$ cat config.mk
export PLATFORM = sky130hd
export DESIGN_NAME = cam_source
export DESIGN_NICKNAME = d
export VERILOG_FILES = /design/src/rtl/cam_source.sv
export SDC_FILE = /design/constraint.sdc
export NUM_CORES = 1
export LEC_CHECK = 0
export ABC_AREA = 1
export CAP_MARGIN = 20
export CORE_ASPECT_RATIO = 1.4
export CORE_MARGIN = 2
export CORE_UTILIZATION = 45
export DETAILED_ROUTE_END_ITERATION = 10
export MAX_ROUTING_LAYER = met4
export PLACE_DENSITY = 0.67
export SLEW_MARGIN = 5
export SYNTH_ARGS = -nofsm -noshare
export SYNTH_HDL_FRONTEND = slang
export SYNTH_SLANG_ARGS = --single-unit
$ cat constraint.sdc
create_clock -name clk_pixel_in -period 1.74 [get_ports clk_pixel_in]
set_input_delay 0.261 -clock clk_pixel_in [delete_from_list [all_inputs] [get_ports clk_pixel_in]]
set_output_delay 0.261 -clock clk_pixel_in [all_outputs]
set_load 0.01 [all_outputs]
$ cat src/rtl/cam_source.sv
`default_nettype none
// ============================================================================
// Module   : cam_source
// Purpose  : Camera byte-interface transmitter. Emulates a parallel camera
//            sensor by driving pclk/vsync/href/pixel with RGB565 test
//            patterns, high byte first, for the downstream capture path.
// Ports    : clk_pixel_in    - system clock
//            rst_n_in        - asynchronous active-low reset
//            run_in          - level, high enables frame generation
//            pattern_sel_in  - test pattern, latched at each VSYNC entry
//            pclk_out        - emulated pixel clock (CLK_DIV cycles per half)
//            vsync_out       - frame sync, active-high
//            href_out        - line valid, active-high
//            pixel_out       - RGB565 byte stream, 0 outside href
//            busy_out        - high in every state except IDLE
//            frame_count_out - completed-frame counter (CAM_SOURCE_FRAME_CNT_EN)
// Options  : define CAM_SOURCE_FRAME_CNT_EN to add frame_count_out.
// Revision : 1.0 - initial release
// ============================================================================
module cam_source #(
    parameter int WIDTH     = 640,
    parameter int HEIGHT    = 480,
    parameter int CLK_DIV   = 4,
    parameter int HBLANK    = 16,
    parameter int VSYNC_LEN = 8,
    parameter int VBACK     = 8
) (
    input  logic       clk_pixel_in,
    input  logic       rst_n_in,
    input  logic       run_in,
    input  logic [1:0] pattern_sel_in,
    output logic       pclk_out,
    output logic       vsync_out,
    output logic       href_out,
    output logic [7:0] pixel_out,
    output logic       busy_out
`ifdef CAM_SOURCE_FRAME_CNT_EN
    ,
    output logic [7:0] frame_count_out
`endif
);

    localparam int c_XW      = (WIDTH > 1) ? $clog2(WIDTH) : 1;
    localparam int c_YW      = (HEIGHT > 1) ? $clog2(HEIGHT) : 1;
    localparam int c_DW      = $clog2(CLK_DIV);
    localparam int c_BLK_MAX = (VSYNC_LEN > VBACK) ?
                               ((VSYNC_LEN > HBLANK) ? VSYNC_LEN : HBLANK) :
                               ((VBACK > HBLANK) ? VBACK : HBLANK);
    localparam int c_PW      = (c_BLK_MAX > 1) ? $clog2(c_BLK_MAX) : 1;

    localparam logic [c_DW-1:0] c_DIV_LAST = c_DW'(CLK_DIV - 1);
    localparam logic [c_XW-1:0] c_X_LAST   = c_XW'(WIDTH - 1);
    localparam logic [c_YW-1:0] c_Y_LAST   = c_YW'(HEIGHT - 1);
    localparam logic [c_PW-1:0] c_VS_LAST  = c_PW'(VSYNC_LEN - 1);
    localparam logic [c_PW-1:0] c_VB_LAST  = c_PW'(VBACK - 1);
    localparam logic [c_PW-1:0] c_HB_LAST  = c_PW'(HBLANK - 1);

    typedef enum logic [2:0] {
        S_IDLE   = 3'd0,
        S_VSYNC  = 3'd1,
        S_VBACK  = 3'd2,
        S_LINE   = 3'd3,
        S_HBLANK = 3'd4
    } state_t;

    state_t          r_state;
    logic [c_DW-1:0] r_div;
    logic            r_pclk;
    logic            r_vsync;
    logic            r_href;
    logic [7:0]      r_pixel;
    logic [7:0]      r_lo;       // low byte of the pixel whose high byte is on the bus
    logic            r_byte;     // 1: low byte goes out on the next fall
    logic            r_busy;
    logic [c_XW-1:0] r_x;
    logic [c_YW-1:0] r_y;
    logic [c_PW-1:0] r_period;
    logic [1:0]      r_pattern;
`ifdef CAM_SOURCE_FRAME_CNT_EN
    logic [7:0]      r_frame_cnt;
`endif

    // Shift/mask arithmetic keeps every bit of the arguments in use.
    function automatic logic [15:0] pattern_rgb(input logic [1:0]  pat,
                                                input logic [31:0] x,
                                                input logic [31:0] y);
        logic [4:0] lvl;
        logic       tile;
        logic       bar;
        lvl  = 5'((x >> 4) & 32'h1F);
        tile = 1'(((x ^ y) >> 4) & 32'h1);
        bar  = 1'((x >> 5) & 32'h1);
        case (pat)
            2'd0:    pattern_rgb = 16'hFFFF;
            2'd1:    pattern_rgb = tile ? 16'h0000 : 16'hFFFF;
            2'd2:    pattern_rgb = bar ? 16'h0000 : 16'hFFFF;
            default: pattern_rgb = {lvl, lvl, lvl[4], lvl};
        endcase
    endfunction

    // Pixel about to be loaded: the next column inside a line, or column 0
    // of the next row (HBLANK) / of row 0 (VBACK, where r_y is already 0).
    logic [31:0] w_x_arg;
    logic [31:0] w_y_arg;
    logic [15:0] w_rgb;
    logic        w_fall;

    assign w_x_arg = (r_state == S_LINE) ? 32'(r_x) + 32'd1 : 32'd0;
    assign w_y_arg = (r_state == S_HBLANK) ? 32'(r_y) + 32'd1 : 32'(r_y);
    assign w_rgb   = pattern_rgb(r_pattern, w_x_arg, w_y_arg);

    // The only cycle on which state and outputs may move: pclk going low.
    assign w_fall  = (r_state != S_IDLE) && r_pclk && (r_div == c_DIV_LAST);

    always_ff @(posedge clk_pixel_in or negedge rst_n_in) begin
        if (!rst_n_in) begin
            r_state     <= S_IDLE;
            r_div       <= '0;
            r_pclk      <= 1'b0;
            r_vsync     <= 1'b0;
            r_href      <= 1'b0;
            r_pixel     <= 8'h00;
            r_lo        <= 8'h00;
            r_byte      <= 1'b0;
            r_busy      <= 1'b0;
            r_x         <= '0;
            r_y         <= '0;
            r_period    <= '0;
            r_pattern   <= 2'd0;
`ifdef CAM_SOURCE_FRAME_CNT_EN
            r_frame_cnt <= 8'd0;
`endif
        end else if (r_state == S_IDLE) begin
            r_div  <= '0;
            r_pclk <= 1'b0;
            if (run_in) begin
                r_state   <= S_VSYNC;
                r_vsync   <= 1'b1;
                r_busy    <= 1'b1;
                r_period  <= '0;
                r_pattern <= pattern_sel_in;
            end
        end else begin
            if (r_div == c_DIV_LAST) begin
                r_div  <= '0;
                r_pclk <= ~r_pclk;
            end else begin
                r_div  <= r_div + 1'b1;
            end

            if (w_fall) begin
                case (r_state)
                    S_VSYNC: begin
                        if (r_period == c_VS_LAST) begin
                            r_period <= '0;
                            r_vsync  <= 1'b0;
                            r_state  <= S_VBACK;
                        end else begin
                            r_period <= r_period + 1'b1;
                        end
                    end
                    S_VBACK: begin
                        if (r_period == c_VB_LAST) begin
                            r_period <= '0;
                            r_state  <= S_LINE;
                            r_href   <= 1'b1;
                            r_pixel  <= w_rgb[15:8];
                            r_lo     <= w_rgb[7:0];
                            r_byte   <= 1'b1;
                        end else begin
                            r_period <= r_period + 1'b1;
                        end
                    end
                    S_LINE: begin
                        if (r_byte) begin
                            r_pixel <= r_lo;
                            r_byte  <= 1'b0;
                        end else if (r_x == c_X_LAST) begin
                            r_x     <= '0;
                            r_href  <= 1'b0;
                            r_pixel <= 8'h00;
                            r_state <= S_HBLANK;
                        end else begin
                            r_x     <= r_x + 1'b1;
                            r_pixel <= w_rgb[15:8];
                            r_lo    <= w_rgb[7:0];
                            r_byte  <= 1'b1;
                        end
                    end
                    S_HBLANK: begin
                        if (r_period == c_HB_LAST) begin
                            r_period <= '0;
                            if (r_y == c_Y_LAST) begin
                                r_y <= '0;
`ifdef CAM_SOURCE_FRAME_CNT_EN
                                r_frame_cnt <= r_frame_cnt + 1'b1;
`endif
                                if (run_in) begin
                                    r_state   <= S_VSYNC;
                                    r_vsync   <= 1'b1;
                                    r_pattern <= pattern_sel_in;
                                end else begin
                                    r_state <= S_IDLE;
                                    r_busy  <= 1'b0;
                                end
                            end else begin
                                r_y     <= r_y + 1'b1;
                                r_state <= S_LINE;
                                r_href  <= 1'b1;
                                r_pixel <= w_rgb[15:8];
                                r_lo    <= w_rgb[7:0];
                                r_byte  <= 1'b1;
                            end
                        end else begin
                            r_period <= r_period + 1'b1;
                        end
                    end
                    default: r_state <= S_IDLE;
                endcase
            end
        end
    end

    assign pclk_out  = r_pclk;
    assign vsync_out = r_vsync;
    assign href_out  = r_href;
    assign pixel_out = r_pixel;
    assign busy_out  = r_busy;
`ifdef CAM_SOURCE_FRAME_CNT_EN
    assign frame_count_out = r_frame_cnt;
`endif

endmodule
`default_nettype wire

### Word level (Yosys, flattened, before mapping)

Cells that the tools add are included.

* word-level logic and storage cells: 141
* output and inout port bits: 12
* bits of input ports: 5
* register bits: 51

* muxes and demuxes: 69
* reduce and logical (&&, ||, !) cells: 24
* equal/unequal tests: 25
* add/sub/neg operators: 6
* bitwise gates (word level): 4

Operator list (count)
* 8-bit 2-to-1 mux: 10
* 16-bit case mux with 3 select lines: 1
* 8-bit case mux with 3 select lines: 2
* 16-bit 2-to-1 mux: 2
* 3-bit 2-to-1 mux: 9
* 1-bit 2-to-1 mux: 23
* 4-bit 2-to-1 mux: 5
* 9-bit by 1-bit adder with 9-bit output (second input constant): 2
* 9-bit 2-to-1 mux: 2
* 2-bit 2-to-1 mux: 8
* 8-bit AND reduction: 2
* 3-bit case mux with 4 select lines: 1
* 4-bit AND reduction: 3
* 6-bit AND reduction: 2
* 3-bit nonzero test: 4
* 10-bit by 1-bit adder with 10-bit output (second input constant): 1
* 10-bit equality test (second input constant): 1
* 10-bit 2-to-1 mux: 1
* 2-bit inequality test (second input constant): 5
* 2-bit nonzero test: 5
* 9-bit equality test (second input constant): 1
* 3-bit by 1-bit inequality test with 1-bit output (second input constant): 3
* 4-bit case mux with 2 select lines: 1
* 7-bit AND reduction: 1
* other kinds (24): 33

### Longest topological paths before layout

* depth after elaboration: 8
* gate-level depth with buffers: 13
* mapped depth without buffers: 13

### Least setup slack after synthesis

Ideal clock, no wire load.

* path kind: flip-flop to flip-flop
* start point: register r_y[0]
* end point: register r_href, in the netlist href_out
* path buffers: 1
* slack: 0.057 ns
* clock period less this slack: 1.683 ns
* data arrival time: 1.560 ns
* data required time: 1.617 ns
* library setup time: 0.123 ns
* stages on the path, launching flop included: 11
* cells stage by stage: dfrtp_1 -> ha_1 -> nand4_1 -> clkinv_1 -> nand2_1 -> o21ai_1 -> nor2_2 -> buf_6 -> nand2_4 -> o21ai_2 -> o21ai_1

* longest elaborated chain between the ends: 3

RTL lines
* from (decl): RTL line 76 `logic [c_YW-1:0] r_y;`
* from (signal assigned): RTL line 207 `r_y <= r_y + 1'b1;`
* 9-bit equality test: RTL line 193 `if (r_y == c_Y_LAST) begin`
* 2-bit inequality test (no line)
* 8-bit AND reduction (no line)
* to (signal assigned): RTL line 166 `r_href <= 1'b1;`
* to (signal assigned): RTL line 180 `r_href <= 1'b0;`
* to (signal assigned): RTL line 209 `r_href <= 1'b1;`
* to (decl): RTL line 70 `logic r_href;`

Every way passes these cells.
A chain may end at the register's enable or synchronous reset.

### Final worst setup path

* start point: register r_state[2]
* end point: register r_pixel[7], in the netlist pixel_out[7]

* longest elaborated chain between the ends: 8
* elaborated cells on any way between the ends: 25
* those cells by class: 6 x eq/ne; 11 x mux; 2 x bitwise; 6 x reduce/logical

RTL lines
* from (decl): RTL line 66 `state_t r_state;`
* from (signal assigned): RTL line 117 `r_state <= S_IDLE;`
* from (signal assigned): RTL line 137 `r_state <= S_VSYNC;`
* from (signal assigned): RTL line 157 `r_state <= S_VBACK;`
* 3-bit by 2-bit equality test with 1-bit output or 3-bit equality test (tied branches): RTL line 108, 152, 109
* 9-bit 2-to-1 mux or 5-bit 2-to-1 mux (tied branches): RTL line 108, 109
* 5-bit XOR: RTL line 91 `tile = 1'(((x ^ y) >> 4) & 32'h1);`
* 16-bit 2-to-1 mux: RTL line 95 `2'd1: pattern_rgb = tile ? 16'h0000 : 16'hFFFF;`
* 16-bit case mux with 3 select lines: RTL line 93 `case (pat)`
* 8-bit 2-to-1 mux, on equally long branches: RTL line 193, 178
* 8-bit 2-to-1 mux, on equally long branches: RTL line 191, 175
* 8-bit case mux with 3 select lines: RTL line 152 `case (r_state)`
* to (signal assigned): RTL line 167 `r_pixel <= w_rgb[15:8];`
* to (signal assigned): RTL line 185 `r_pixel <= w_rgb[15:8];`
* to (signal assigned): RTL line 210 `r_pixel <= w_rgb[15:8];`
* to (decl): RTL line 71 `logic [7:0] r_pixel;`

Several ways; a longest one is shown, not always the timed one. The select of a mux whose other input is x is not followed.

==> out/qor.csv <==
metric,value,unit
status,"finished, violations left",
failing checks,setup timing,
Setup Viol. Count Final,1,
min Tclk post-route,1.75,ns
PD cells,1180,nW/um2
pin count of the biggest net entering global routing,29,
Syn Area/Cell,8.25,um2
peak per-stage delay on the critical path,0.41,ns
die span in x,69.0,um
PortBufs,16,
sequential share of the synthesized area,0.452,
Worst-path clk slew,0.10,ns
maximum fanout along the worst path,6,
Design Power,0.00434,W
CP max stage cell,dfrtp_1,
first-iteration detailed-routing DRC count,144,
total number of H-tree levels,2,
Worst Path Required,1.95,ns
ANT cells,0,
post-synth cell types,43,
final core area utilization,0.636,
vias post-DR,2464,
num rows,33,
CP endpoint kind,flop,
Post-DP HPWL,4.53,mm
gpl congestion,0.885,
First-pass DRT Iterations,4,
vias in the first global route,2389,
worst hold margin,0.450,ns
asr flop ratio synth,1.00,
Skew-Pair Late Insertion Delay,0.31,ns
first-pass GRT wire length,10.1,mm
Slew HR,0.664,
Starting Density,0.460,
Yosys top cell by area,dfrtp_1,
Die Area,6550,um2
Fin. Hold Viols,0,
Final Skew,0.00962,ns
Num Clock Sinks,48,
layout net count,414,
ratio of cells with drive above 1 in the final layout,0.335,
Ys Warns,0,
post-synthesis cell count,322,
All-Layer GR Usage,0.207,
setup TNS,-0.00861,ns
drt drc,0,
initial antenna violation count,0,
worst path bufs/invs,5,
synth top area cells,"dfrtp_1 (45%), nand2_1 (10%), nand3_1 (5.6%)",
Max Slew Vio Count,0,
unrepaired setup endpoints after global routing,true,
crit-path leading delay family,simple AND/OR/NAND/NOR gates,
Max Freq,0.572,GHz
routed wire length per instance,13.4,um
Hold Path Class,in2async,
final wirelength,6.36,mm
peak supply drop,0.908,mV
Max-Cap Viols,0,
Vias/cell,5.18,
CTS tree,built,
filler cell count,496,
cts bufs inserted,5,
arrival time at the worst endpoint,1.96,ns
leakage,1.72,nW
Seq cells post-synth,48,
CP most frequent cell,inv_2,
Die Y-Extent,94.9,um
setup slack after layout,-0.00861,ns
critical path class,reg2reg,
Tcrit/Tclk final,1.00,
Main synth FF type,dfrtp_1,
"EDFF count, synth",0,
IO Pins,17,
Area Overhead vs Synth,38.4,%
post-synthesis cell area,2660,um2
ANT nets after route,0,
Syn Nets,331,
critical-path cell list,"inv_4, buf_6, nand2_4, nand3_4, inv_2, nand3b_1, nor2_4, inv_2, a21oi_2, nand3_1, nand2_1, inv_1",
floorplan core area,5780,um2
Critical Path Start Type,flop,
Clock Path Buffers,2,
CTS Root Cell,clkbuf_8,
worst slew pin tran,0.504,ns
Yosys top cell area share,0.452,
total grt overflow,0,
==> worst reg2reg max path, cell delays in order, from the launching register on <==
cell and delay (ns):
dfrtp_1 0.41, inv_4 0.08, buf_6 0.13, nand2_4 0.08, nand3_4 0.13, inv_2 0.09, nand3b_1 0.13, nor2_4 0.21
inv_2 0.09, a21oi_2 0.13, nand3_1 0.08, nand2_1 0.07, inv_1 0.04
==> area by class of cell <==
class	instances	area, um2	area share
clock buffer	5	68.8	0.0187
clock inverter	3	42.5	0.0116
inverter	40	170	0.0463
multi-input combinational	232	1450	0.393
sequential	48	1200	0.327
tap	70	87.6	0.0238
timing repair buffer	78	659	0.179
==> metal layers <==
layer	routed length, um	track usage
met1	2560	0.229
met5	0	-
met4	150	0.0654
met2	3510	0.372
met3	137	0.0322
==> what timing repair did <==
item,CTS,global route
pin swaps,1,22
buffers inserted,2,16
endpoints found under the hold margin,20,0
hold buffers,1,0
endpoints found under the setup margin,20,33
resized for setup,7,44
==> path summary, 6_finish.rpt <==
path	startpoint	slack, ns	end	cells past startpoint
setup / recovery	r_state[2]	-0.009	pixel_out[7]	12
hold / removal	rst_n_in	0.45	r_x[3]	2
setup reg to reg	r_state[2]	-0.009	pixel_out[7]	12
hold reg to reg	r_div[0]	0.45	r_div[0]	1
max in group asynchronous	rst_n_in	0.75	r_state[0]	3
min in group clk_pixel_in	r_div[0]	0.45	r_div[0]	1
==> report_power, final <==
group / switching (W) / internal (W) / leakage, nW / total, W
combinational: 0.00104 / 0.000926 / 1.03 / 0.00197
clock: 0.000394 / 0.000426 / 0.0541 / 0.000820
sequential: 0.000193 / 0.00136 / 0.637 / 0.00156
total: 0.00163 / 0.00272 / 1.72 / 0.00434
==> through the flow <==
step	cell area (um2)	instances	worst slack (ns)
after floorplan	2660	322	0.0574
after global placement	3230	449	-0.109
after detailed placement	3230	449	-0.113
after CTS	3400	460	-0.00444
after global routing	3680	476	-0.118
final	3680	476	-0.00861
==> cell usage in the layout (no fill, tap or decap), types with 2 or more instances in the layout <==
| cell type | n |
|---|---|
| a21oi_2 | 4 |
| inv_1 | 26 |
| o22ai_1 | 3 |
| a21oi_1 | 17 |
| nand4_1 | 3 |
| o211ai_1 | 2 |
| dfrtp_1 | 47 |
| buf_12 | 2 |
| nor2_1 | 24 |
| clkdlybuf4s50_1 | 15 |
| nand2_4 | 4 |
| inv_2 | 10 |
| clkbuf_8 | 5 |
| nor3b_1 | 3 |
| nand2_1 | 65 |
| buf_6 | 3 |
| buf_4 | 56 |
| nand3_4 | 4 |
| xnor2_1 | 3 |
| o21ai_2 | 4 |
| nor2_2 | 4 |
| nor3_1 | 6 |
| o21ai_1 | 4 |
| nand2_2 | 8 |
| ha_4 | 2 |
| nand3_1 | 24 |
| nor2_4 | 3 |
| nand3_2 | 7 |
| nor4_2 | 2 |
| o21ai_0 | 18 |
==> registers in the layout (all words and copies together) (netlist names) <==
signal and count:
r_y 9, r_x 10, pixel_out 8, r_byte 1
r_period 4, pclk_out 1, busy_out 1, r_lo 5
r_div 2, r_state 3, r_pattern 2, vsync_out 1
href_out 1
==> cell families after synthesis <==
logic type,Yosys count,share of synthesized area
buffers and inverters,42,0.0692
xor gates and xnor gates,5,0.0165
and+or+nand+nor,163,0.306
AOI/OAI and AO/OA,60,0.137
adders and majority gates,4,0.0188
DFF,48,0.452
==> synthesized netlist by cell type, types with 2 or more instances <==
cell,count
nand2_4,3
o21ai_1,2
o21ai_0,22
inv_2,6
inv_1,31
nor2_1,26
nand3_4,2
dfrtp_1,48
nor3_1,6
o22ai_1,3
nand4_1,3
a21oi_1,19
o21ai_2,2
nand2_1,73
o211ai_1,2
xnor2_1,3
nand3_2,3
nand3_1,30
nor2_2,4
nor3b_1,3
ha_1,4
a21oi_2,3
nor4_1,3
xor2_1,2
Power figures use the tool's default switching activity.
